==> config.mk <==
export PLATFORM = sky130hd
export DESIGN_NAME = estagio_ula_sinc
export DESIGN_NICKNAME = d
export VERILOG_FILES = /design/src/rtl/estagio_ula_pkg.sv /design/src/rtl/estagio_ula_sinc_detector.sv /design/src/rtl/estagio_ula_sinc.sv
export SDC_FILE = /design/constraint.sdc
export NUM_CORES = 1
export LEC_CHECK = 0
export ABC_AREA = 1
export CAP_MARGIN = 20
export CORE_ASPECT_RATIO = 0.6
export CORE_MARGIN = 2
export CORE_UTILIZATION = 55
export DETAILED_ROUTE_END_ITERATION = 8
export HOLD_SLACK_MARGIN = 0.02
export PLACE_DENSITY_LB_ADDON = 0.08
export SKIP_LAST_GASP = 1
export SLEW_MARGIN = 20
export SYNTH_ARGS = -nofsm -noshare
export SYNTH_HDL_FRONTEND = slang
export SYNTH_SLANG_ARGS = --single-unit
==> constraint.sdc <==
create_clock -name clk -period 4.98 [get_ports clk]
set_input_delay 0.996 -clock clk [delete_from_list [all_inputs] [get_ports clk]]
set_output_delay 0.996 -clock clk [all_outputs]
set_load 0.01 [all_outputs]
==> src/rtl/estagio_ula_pkg.sv <==
// Dual-rail constants, opcodes, FSM state types and bit-pair helpers shared by
// the clocked NCL ALU stage and its completeness detector.
package estagio_ula_pkg;

  localparam logic [1:0] DR_NULL = 2'b00;
  localparam logic [1:0] DR_D0   = 2'b01;
  localparam logic [1:0] DR_D1   = 2'b10;
  localparam logic [1:0] DR_ILL  = 2'b11;

  localparam logic [1:0] OP_SOMA = 2'd0;
  localparam logic [1:0] OP_SUB  = 2'd1;
  localparam logic [1:0] OP_AND  = 2'd2;
  localparam logic [1:0] OP_XOR  = 2'd3;

  typedef enum logic {I_DATA, I_NULL} estado_in_t;
  typedef enum logic {O_NULL, O_DATA} estado_out_t;

  function automatic logic [1:0] dr_encode(input logic v);
    return v ? DR_D1 : DR_D0;
  endfunction

  function automatic logic dr_decode(input logic [1:0] p);
    return p == DR_D1;
  endfunction

  function automatic logic dr_completo(input logic [1:0] p);
    return (p == DR_D0) || (p == DR_D1);
  endfunction

endpackage

==> src/rtl/estagio_ula_sinc_detector.sv <==
// Two-flop synchroniser for a dual-rail bus plus DATA/NULL completeness
// detection and a stability counter over consecutive identical samples.
module detector_completude
  import estagio_ula_pkg::*;
#(
  parameter int N          = 1,
  parameter int STABLE_CYC = 2
) (
  input  logic           clk,
  input  logic           rst_n,
  input  logic [2*N-1:0] din,
  output logic [2*N-1:0] amostra,
  output logic           dado_estavel,
  output logic           nulo_estavel,
  output logic           ilegal
);

  localparam int CW = $clog2(STABLE_CYC + 1);

  logic [2*N-1:0] s1_q, s2_q, ant_q;
  logic [CW-1:0]  cnt_q, cnt_d;
  logic [N-1:0]   bit_completo, bit_ilegal;
  logic           completo, nulo;

  genvar gi;
  generate
    for (gi = 0; gi < N; gi++) begin : g_bit
      assign bit_completo[gi] = dr_completo(s2_q[2*gi +: 2]);
      assign bit_ilegal[gi]   = (s2_q[2*gi +: 2] == DR_ILL);
    end
  endgenerate

  assign completo = &bit_completo;
  assign nulo     = ~|s2_q;
  assign ilegal   = |bit_ilegal;

  // cnt_d is the run length of identical classified samples including the
  // current one; an illegal pair is neither complete nor NULL, so it pins 0.
  always_comb begin
    cnt_d = '0;
    if (completo || nulo) begin
      if (s2_q != ant_q) begin
        cnt_d = CW'(1);
      end else if (cnt_q != CW'(STABLE_CYC)) begin
        cnt_d = cnt_q + CW'(1);
      end else begin
        cnt_d = cnt_q;
      end
    end
  end

  assign amostra      = s2_q;
  assign dado_estavel = completo && (cnt_d == CW'(STABLE_CYC));
  assign nulo_estavel = nulo && (cnt_d == CW'(STABLE_CYC));

  always_ff @(posedge clk or negedge rst_n) begin
    if (!rst_n) begin
      s1_q  <= '0;
      s2_q  <= '0;
      ant_q <= '0;
      cnt_q <= '0;
    end else begin
      s1_q  <= din;
      s2_q  <= s1_q;
      ant_q <= s2_q;
      cnt_q <= cnt_d;
    end
  end

endmodule

==> src/rtl/estagio_ula_sinc.sv <==
// Clocked NCL ALU stage: synchronised dual-rail operands in, FIFO-buffered
// dual-rail results out. Optional illegal-code detection: ESTAGIO_ULA_ILLEGAL_DET_EN.
module estagio_ula_sinc
  import estagio_ula_pkg::*;
#(
  parameter int WIDTH      = 4,
  parameter int DEPTH      = 2,
  parameter int STABLE_CYC = 2
) (
  input  logic                       clk,
  input  logic                       rst_n,
  input  logic                       ack_in,
  input  logic [2*WIDTH-1:0]         a,
  input  logic [2*WIDTH-1:0]         b,
  input  logic [3:0]                 opr,
  output logic                       ack_out,
  output logic [2*WIDTH-1:0]         soma,
  output logic [1:0]                 of,
  output logic [1:0]                 zero,
  output logic [1:0]                 neg,
  output logic                       erro,
  output logic [$clog2(DEPTH+1)-1:0] ocupacao
);

  localparam int NB = 2*WIDTH + 2;
  localparam int CW = $clog2(DEPTH + 1);
  localparam int PW = (DEPTH > 1) ? $clog2(DEPTH) : 1;
  localparam int EW = WIDTH + 3;

  logic [2*NB-1:0] op_amostra;
  logic            op_dado_estavel, op_nulo_estavel, op_ilegal;
  logic [1:0]      ack_amostra;
  logic            ack_sinc;
  logic            ack_dado_unused, ack_nulo_unused, ack_ilegal_unused, ack_bit_unused;

  detector_completude #(.N(NB), .STABLE_CYC(STABLE_CYC)) u_det_op (
    .clk          (clk),
    .rst_n        (rst_n),
    .din          ({opr, b, a}),
    .amostra      (op_amostra),
    .dado_estavel (op_dado_estavel),
    .nulo_estavel (op_nulo_estavel),
    .ilegal       (op_ilegal)
  );

  // ack_in is carried as a one-bit dual-rail pair so it shares the synchroniser.
  detector_completude #(.N(1), .STABLE_CYC(STABLE_CYC)) u_det_ack (
    .clk          (clk),
    .rst_n        (rst_n),
    .din          ({ack_in, ~ack_in}),
    .amostra      (ack_amostra),
    .dado_estavel (ack_dado_unused),
    .nulo_estavel (ack_nulo_unused),
    .ilegal       (ack_ilegal_unused)
  );

  assign ack_sinc       = ack_amostra[1];
  assign ack_bit_unused = ack_amostra[0];

  logic [WIDTH-1:0] a_l, b_l, res;
  logic [1:0]       op_l;
  logic             ovf;
  logic [EW-1:0]    entrada, cabeca;
  logic [2*WIDTH-1:0] cabeca_dr;

  genvar gi;
  generate
    for (gi = 0; gi < WIDTH; gi++) begin : g_dec
      assign a_l[gi] = dr_decode(op_amostra[2*gi +: 2]);
      assign b_l[gi] = dr_decode(op_amostra[2*WIDTH + 2*gi +: 2]);
      assign cabeca_dr[2*gi +: 2] = dr_encode(cabeca[gi]);
    end
    for (gi = 0; gi < 2; gi++) begin : g_opr
      assign op_l[gi] = dr_decode(op_amostra[4*WIDTH + 2*gi +: 2]);
    end
  endgenerate

  always_comb begin
    res = '0;
    ovf = 1'b0;
    unique case (op_l)
      OP_SOMA: begin
        res = a_l + b_l;
        ovf = (a_l[WIDTH-1] == b_l[WIDTH-1]) && (res[WIDTH-1] != a_l[WIDTH-1]);
      end
      OP_SUB: begin
        res = a_l - b_l;
        ovf = (a_l[WIDTH-1] != b_l[WIDTH-1]) && (res[WIDTH-1] != a_l[WIDTH-1]);
      end
      OP_AND: res = a_l & b_l;
      OP_XOR: res = a_l ^ b_l;
    endcase
  end

  // FIFO entry layout: {neg, zero, of, result}
  assign entrada = {res[WIDTH-1], (res == '0), ovf, res};

  estado_in_t  estado_in_q, estado_in_d;
  estado_out_t estado_out_q, estado_out_d;
  logic        push, pop;
  logic [PW-1:0] wr_ptr_q, wr_ptr_d, rd_ptr_q, rd_ptr_d;
  logic [CW-1:0] ocup_q, ocup_d;
  logic [EW-1:0] mem_q [DEPTH];

  always_comb begin
    estado_in_d = estado_in_q;
    push        = 1'b0;
    case (estado_in_q)
      I_DATA: if (op_dado_estavel && (ocup_q < CW'(DEPTH))) begin
        push        = 1'b1;
        estado_in_d = I_NULL;
      end
      I_NULL: if (op_nulo_estavel) estado_in_d = I_DATA;
      default: estado_in_d = I_DATA;
    endcase
  end

  always_comb begin
    wr_ptr_d = wr_ptr_q;
    rd_ptr_d = rd_ptr_q;
    ocup_d   = ocup_q;
    if (push) wr_ptr_d = (wr_ptr_q == PW'(DEPTH-1)) ? '0 : wr_ptr_q + PW'(1);
    if (pop)  rd_ptr_d = (rd_ptr_q == PW'(DEPTH-1)) ? '0 : rd_ptr_q + PW'(1);
    if (push && !pop)      ocup_d = ocup_q + CW'(1);
    else if (pop && !push) ocup_d = ocup_q - CW'(1);
  end

  assign cabeca = mem_q[rd_ptr_q];

  logic [2*WIDTH-1:0] soma_q, soma_d;
  logic [1:0]         of_q, of_d, zero_q, zero_d, neg_q, neg_d;

  always_comb begin
    estado_out_d = estado_out_q;
    soma_d       = soma_q;
    of_d         = of_q;
    zero_d       = zero_q;
    neg_d        = neg_q;
    pop          = 1'b0;
    case (estado_out_q)
      O_NULL: if ((ocup_q != '0) && ack_sinc) begin
        soma_d       = cabeca_dr;
        of_d         = dr_encode(cabeca[WIDTH]);
        zero_d       = dr_encode(cabeca[WIDTH+1]);
        neg_d        = dr_encode(cabeca[WIDTH+2]);
        estado_out_d = O_DATA;
      end
      O_DATA: if (!ack_sinc) begin
        soma_d       = '0;
        of_d         = DR_NULL;
        zero_d       = DR_NULL;
        neg_d        = DR_NULL;
        pop          = 1'b1;
        estado_out_d = O_NULL;
      end
      default: estado_out_d = O_NULL;
    endcase
  end

  always_ff @(posedge clk) begin
    if (push) mem_q[wr_ptr_q] <= entrada;
  end

  always_ff @(posedge clk or negedge rst_n) begin
    if (!rst_n) begin
      estado_in_q  <= I_DATA;
      estado_out_q <= O_NULL;
      wr_ptr_q     <= '0;
      rd_ptr_q     <= '0;
      ocup_q       <= '0;
      soma_q       <= '0;
      of_q         <= DR_NULL;
      zero_q       <= DR_NULL;
      neg_q        <= DR_NULL;
    end else begin
      estado_in_q  <= estado_in_d;
      estado_out_q <= estado_out_d;
      wr_ptr_q     <= wr_ptr_d;
      rd_ptr_q     <= rd_ptr_d;
      ocup_q       <= ocup_d;
      soma_q       <= soma_d;
      of_q         <= of_d;
      zero_q       <= zero_d;
      neg_q        <= neg_d;
    end
  end

`ifdef ESTAGIO_ULA_ILLEGAL_DET_EN
  logic erro_q, erro_d;
  assign erro_d = erro_q | op_ilegal;
  always_ff @(posedge clk or negedge rst_n) begin
    if (!rst_n) erro_q <= 1'b0;
    else        erro_q <= erro_d;
  end
  assign erro = erro_q;
`else
  logic ilegal_unused;
  assign ilegal_unused = op_ilegal;
  assign erro = 1'b0;
`endif

  assign ack_out  = (estado_in_q == I_DATA);
  assign soma     = soma_q;
  assign of       = of_q;
  assign zero     = zero_q;
  assign neg      = neg_q;
  assign ocupacao = ocup_q;

endmodule
Word level (Yosys, flattened, before mapping)
Memory sizes are Yosys's and may differ from the RTL's.
Cells that the tools add are included.
{"block": "totals", "wordCells": 127, "ram_bits": 14, "inputBits": 23, "mem_count": 1, "out_inout_bits": 18, "regBits": 86}
{"memory": "mem_q", "depth": 2, "word_bits": 7, "read_ports": 1, "rd_clocked_by_memory_dff": 0, "wr": 1, "line_no": "estagio_ula_sinc.sv:103", "text": "logic [EW-1:0] mem_q [DEPTH];"}
{"block": "op_classes", "reduce_logical": 29, "bitwise_logic": 5, "addsub": 7, "magnitude_cmp": 1, "eq_ne": 32, "n_mux": 37}
{"cell": "$mux 2", "count": 16}
{"cell": "$eq 2x2->1 const B", "count": 13}
{"cell": "$eq 2x1->1 const B", "count": 11}
{"cell": "$ne 20x20->1", "count": 1}
{"cell": "$reduce_or 20->1", "count": 1}
{"cell": "$mux 8", "count": 2}
{"cell": "$pmux 4 s4", "count": 1}
{"cell": "$pmux 8 s2", "count": 1}
{"cell": "$pmux 2 s2", "count": 3}
{"cell": "$logic_or 1x1->1", "count": 11}
{"cell": "$mux 1", "count": 11}
{"cell": "$reduce_and 10->1", "count": 1}
{"cell": "$logic_and 1x1->1", "count": 8}
{"cell": "$ne 2x2->1 const B", "count": 3}
{"cell": "$pmux 1 s2", "count": 3}
{"cell": "$add 2x1->2 const B", "count": 2}
{"cell": "$add 4x4->4", "count": 1}
{"cell": "$and 4x4->4", "count": 1}
{"cell": "$logic_not 4->1", "count": 1}
{"cell": "$reduce_bool 2->1", "count": 2}
{"cell": "$sub 4x4->4", "count": 1}
{"cell": "$xor 4x4->4", "count": 1}
{"cell": "$logic_not 1->1", "count": 3}
{"cell": "$ne 1x1->1", "count": 3}
{"cell": "7 further kinds", "count": 10}

Longest topological paths before layout
{"block": "logic_depth", "ltp_word": 14, "depth_mapped": 14}

Hierarchy
Synthesis repeated with hierarchy kept, for this count alone.
{"block": "hier_totals", "cells_unflattened": 450, "area_unflattened_um2": 4441.8}
{"mod": "detector_completude (u_det_op)", "area_per_inst_um2": 2366.0, "cells_per_inst": 196, "instances": 1}
{"mod": "estagio_ula_sinc", "area_per_inst_um2": 1742.9, "cells_per_inst": 221, "instances": 1}
{"mod": "detector_completude (u_det_ack)", "area_per_inst_um2": 332.8, "cells_per_inst": 33, "instances": 1}

Worst setup path after synthesis
Ideal clock, no wire load.
{"block": "synth_timing", "path_type": "register to register", "start": "reg u_det_op.s2_q[14], in the netlist u_det_op.amostra[14]", "end": "reg ocup_q[1], in the netlist ocupacao[1]", "setup_ns": 0.129, "slack_ns": 2.960, "synth_period_minus_slack_ns": 2.020, "n_path_buf": 0, "path_stages_with_launch": 15, "arrival_ns": 1.891, "t_required_ns": 4.851, "path_cell_list": "dfrtp_1 > inv_1 > ha_1 > nand4_1 > nor2_1 > nand2_1 > nand2_1 > nand2_1 > inv_1 > nand4_2 > inv_1 > ha_1 > a21oi_1 > o21ai_0 > xnor2_1"}
{"block": "synth_between", "elab_chain_len": 13}
{"item": "start: declaration", "line_no": "estagio_ula_sinc_detector.sv:20", "text": "logic [2*N-1:0] s1_q, s2_q, ant_q;"}
{"item": "start signal: assignment", "line_no": "estagio_ula_sinc_detector.sv:64", "text": "s2_q <= s1_q;"}
{"item": "$eq 2x1->1 / $eq 2x2->1 (equally long branches)", "line_no": "estagio_ula_pkg.sv:27", "text": "return (p == DR_D0) || (p == DR_D1);"}
{"item": "$logic_or 1x1->1", "line_no": "estagio_ula_pkg.sv:27"}
{"item": "$reduce_and 10->1", "line_no": "estagio_ula_sinc_detector.sv:33", "text": "assign completo = &bit_completo;"}
{"item": "$logic_or 1x1->1", "line_no": "estagio_ula_sinc_detector.sv:41", "text": "if (completo || nulo) begin"}
{"item": "$mux 2", "line_no": "estagio_ula_sinc_detector.sv:41"}
{"item": "$eq 2x2->1", "line_no": "estagio_ula_sinc_detector.sv:53", "text": "assign dado_estavel = completo && (cnt_d == CW'(STABLE_CYC));"}
{"item": "$logic_and 1x1->1 *", "line_no": "estagio_ula_sinc_detector.sv:53"}
{"item": "$logic_and 1x1->1 *", "line_no": "estagio_ula_sinc.sv:109", "text": "I_DATA: if (op_dado_estavel && (ocup_q < CW'(DEPTH))) begin"}
{"item": "$mux 1 *", "line_no": "estagio_ula_sinc.sv:109"}
{"item": "$mux 1 *", "line_no": "estagio_ula_sinc.sv:108", "text": "case (estado_in_q)"}
{"item": "$logic_not 1->1", "line_no": "estagio_ula_sinc.sv:125", "text": "else if (pop && !push) ocup_d = ocup_q - CW'(1);"}
{"item": "$logic_and 1x1->1", "line_no": "estagio_ula_sinc.sv:125"}
{"item": "$reduce_bool 2->1 (no source line)"}
{"item": "end signal: assignment", "line_no": "estagio_ula_sinc.sv:180", "text": "ocup_q <= ocup_d;"}
{"item": "end: declaration", "line_no": "estagio_ula_sinc.sv:102", "text": "logic [CW-1:0] ocup_q, ocup_d;"}
Every way passes the cells marked *; elsewhere a longest branch is shown, timed or not.
A chain may end at the register's enable or synchronous reset.

Worst setup path after layout
{"block": "layout_timing", "start": "reg u_det_op.s2_q[10], in the netlist u_det_op.amostra[10]", "end": "reg ocup_q[1], in the netlist ocupacao[1]"}
The elaborated chain is that of the path after synthesis.

==> results.ini <==
[outcome]
status=finished clean

[clock_tree]
clock_latency_ns=0.34
clk_pin_slew_worst_paths_ns=0.07
htreeDepth=3
clockBufferDepth=2
ctsHoldBuffers=0
postCtsSetupRepairBufs=0
cts_tree=done
cts-root-buf=clkbuf_16
post_cts_resized=0
cts_sinks=94
numCtsBuffers=9

[route]
vias=2457
viasPerCell=4.89
ant_nets=0
drcViolationCount=0
routedWlPerCell_um=14.1
first_pass_iters=4
totalWireLength_mm=7.08
detailedRoute.firstIterationViolations=132

[cells_and_area]
drive_gt1_frac=0.122
layout_common_cells=82 x dfrtp_1, 80 x nand2_1, 46 x inv_1
layout_commonest_cell=dfrtp_1
nets=460
design_area_um2=4850
n_antenna_cell=0
fillers=541
syn2layout_area_growth_pct=20.7

[job]
cap_violations=0

[grt]
grt_max_degree=83
grt_pass1_vias=2381
grt_pass1_wl_mm=12.0
overflow=0
grt_usage=0.204
antenna_found_initial=0

[synthesis]
synth_fa_ha_area_frac=0.100
synth_fp_nets=416
synthFlopType=dfrtp_1
yosysWarnings=0
synth_top_family_by_area=simple AND/OR/NAND/NOR gates
synth_xor_area_frac=0.0349
syn_area_um2=4020
netlist_instances=362
synth_seq_cells=94
synth_edf_count=12
synth_compound_area_frac=0.0424
async_reset_ff_frac=0.872
synth-simple-area-share=0.155
synth_mux_area_frac=0
avgSynthCellArea_um2=11.1
ys_seq_area_frac=0.601
ys_types=36

[timing]
rsz0062_at_grt=no
finalClockSkew_ns=0.00962
slew_viol_final=0
clock.fmax_ghz=0.415
fin_crit_ns=2.41
layout_worst_path_cycle_share=0.483
hold_violations=0
slew_headroom=0.529
final.setup.tns_ns=0
setup_violations=0
worst_slew_pin_slew_ns=0.706

[critical_path]
r2r-start=u_det_op.amostra[10]
rrSetupSlack_ns=2.57
worst_setup_path_end_kind=register
r2r_cells=14
worstReg2RegEnd=ocupacao[1]
worst_path_most_repeated_cell=nand2_1
critPathArrivalTime_ns=2.63
max_stage_delay_ns=0.40
cp-start-kind=register
cp_max_fo=4
cp.required_ns=5.20
path_cells=inv_1 > ha_1 > nand2_1 > nor2_1 > nand2_1 > nand2_1 > nand2_1 > inv_1 > nand4_2 > inv_1 > ha_1 > a21oi_1 > o21ai_0 > xnor2_1
slowest_stage=dfrtp_1
critical_path_class=register to register

[floorplan]
start_util=0.559
fp.dieW_um=114
ioPinCount=41
fp-row-count=24
dieArea_um2=8020
core_um2=7180
die_y_um=70.2

[pwr]
power_leakage_uw=0.00237
power_density_nw_per_um2=361
vdd_drop_max_mv=0.263

[placed_design]
placed_cell_area_um2=4480
dp_hpwl_mm=5.21
place.port_buffers=39
place.gp.congestion=0.870

[hold_path]
hold_path_class=register to register
min_path_cells=0
holdPathEnd=u_det_op.amostra[7]
hold_start=u_det_op.s1_q[7]

==> where the power goes <==
part / switching (µW) / total, µW / internal (µW)
sequential: 16.5 / 822 / 806
clock: 286 / 808 / 522
combinational: 69.1 / 120 / 50.8
total: 371 / 1750 / 1380
==> worst max path at each step <==
stage,startpoint,to,slack (ns),cells past startpoint
2_1_floorplan,u_det_op.amostra[14],ocupacao[1],2.96,14
3_3_place_gp,u_det_op.amostra[7],ocupacao[1],2.73,14
3_5_place_dp,u_det_op.amostra[10],ocupacao[1],2.63,14
4_1_cts,ocupacao[1],ocupacao[1],2.56,1
5_1_grt,u_det_op.amostra[10],ocupacao[1],2.33,14
6_report,u_det_op.amostra[10],ocupacao[1],2.57,14
==> cell usage after synthesis, drive strengths merged, types with 3 or more instances <==
cell     n  area (µm²)
inv     60         225
buf      5        35.0
nand3   16        85.1
a21oi    7        38.8
edfxtp  12         360
ha      29         363
nand4    6        43.8
nor2    18        87.6
xnor2   12         105
nand2   85         332
dfrtp   82        2050
xor2     4        35.0
o21ai    3        15.0
nor3     5        52.6
o211a    6        60.1
==> cell families (layout without fill, tap and decap cells) <==
| group | count (synthesis) | in the layout |
|---|---|---|
| and+or+nand+nor | 133 | 133 |
| buffers and inverters | 66 | 115 |
| adders and majority gates | 31 | 31 |
| AOI/OAI and AO/OA | 21 | 21 |
| xor gates and xnor gates | 16 | 16 |
| other | 1 | 1 |
| DFF | 94 | 94 |
==> metrics by stage <==
stage | setup slack (ns) | std cells | total power, µW | utilization | hold slack [ns]
after floorplan | 2.96 | 362 | 902 | - | 0.331
after global placement | 2.73 | 486 | 954 | 0.624 | 0.332
after detailed placement | 2.63 | 486 | 956 | 0.624 | 0.335
after CTS | 2.56 | 502 | 1770 | 0.675 | 0.350
after global routing | 2.33 | 502 | 1820 | 0.675 | 0.353
final | 2.57 | 502 | 1750 | 0.675 | 0.346
==> sequential cells by signal, indices dropped and copies added (netlist names) <==
register,count
wr_ptr_q,1
u_det_op.cnt_q,2
estado_out_q,1
u_det_op.s1_q,20
mem_q,12
soma,8
ocupacao,2
u_det_op.amostra,20
estado_in_q,1
rd_ptr_q,1
of,2
u_det_op.ant_q,20
u_det_ack.s1_q,1
zero,2
u_det_ack.amostra,1
==> layout make-up <==
class / instances / area [µm²] / share of cell area
sequential: 94 / 2410 / 0.498
multi-input combinational: 202 / 1340 / 0.276
timing repair buffer: 39 / 392 / 0.0808
clock buffer: 10 / 250 / 0.0516
inverter: 60 / 225 / 0.0465
clock inverter: 6 / 114 / 0.0235
tap: 91 / 114 / 0.0235
==> worst max-delay path, delay by kind of cell (launching register included) <==
kind	cells	cell delay, ns
flops	1	0.40
xor+xnor	1	0.14
simple gates	6	0.68
compound gates	2	0.24
buf+inv	3	0.28
fa+ha+maj	2	0.54
==> per-layer routing <==
metal,GRT usage,routed length [µm],vias to the layer above
met5,0,0,-
met3,0.0660,504,7
met1,0.320,3700,1162
li1,-,-,1229
met4,0.0610,72,0
met2,0.271,2810,59
Power figures use the tool's default switching activity.
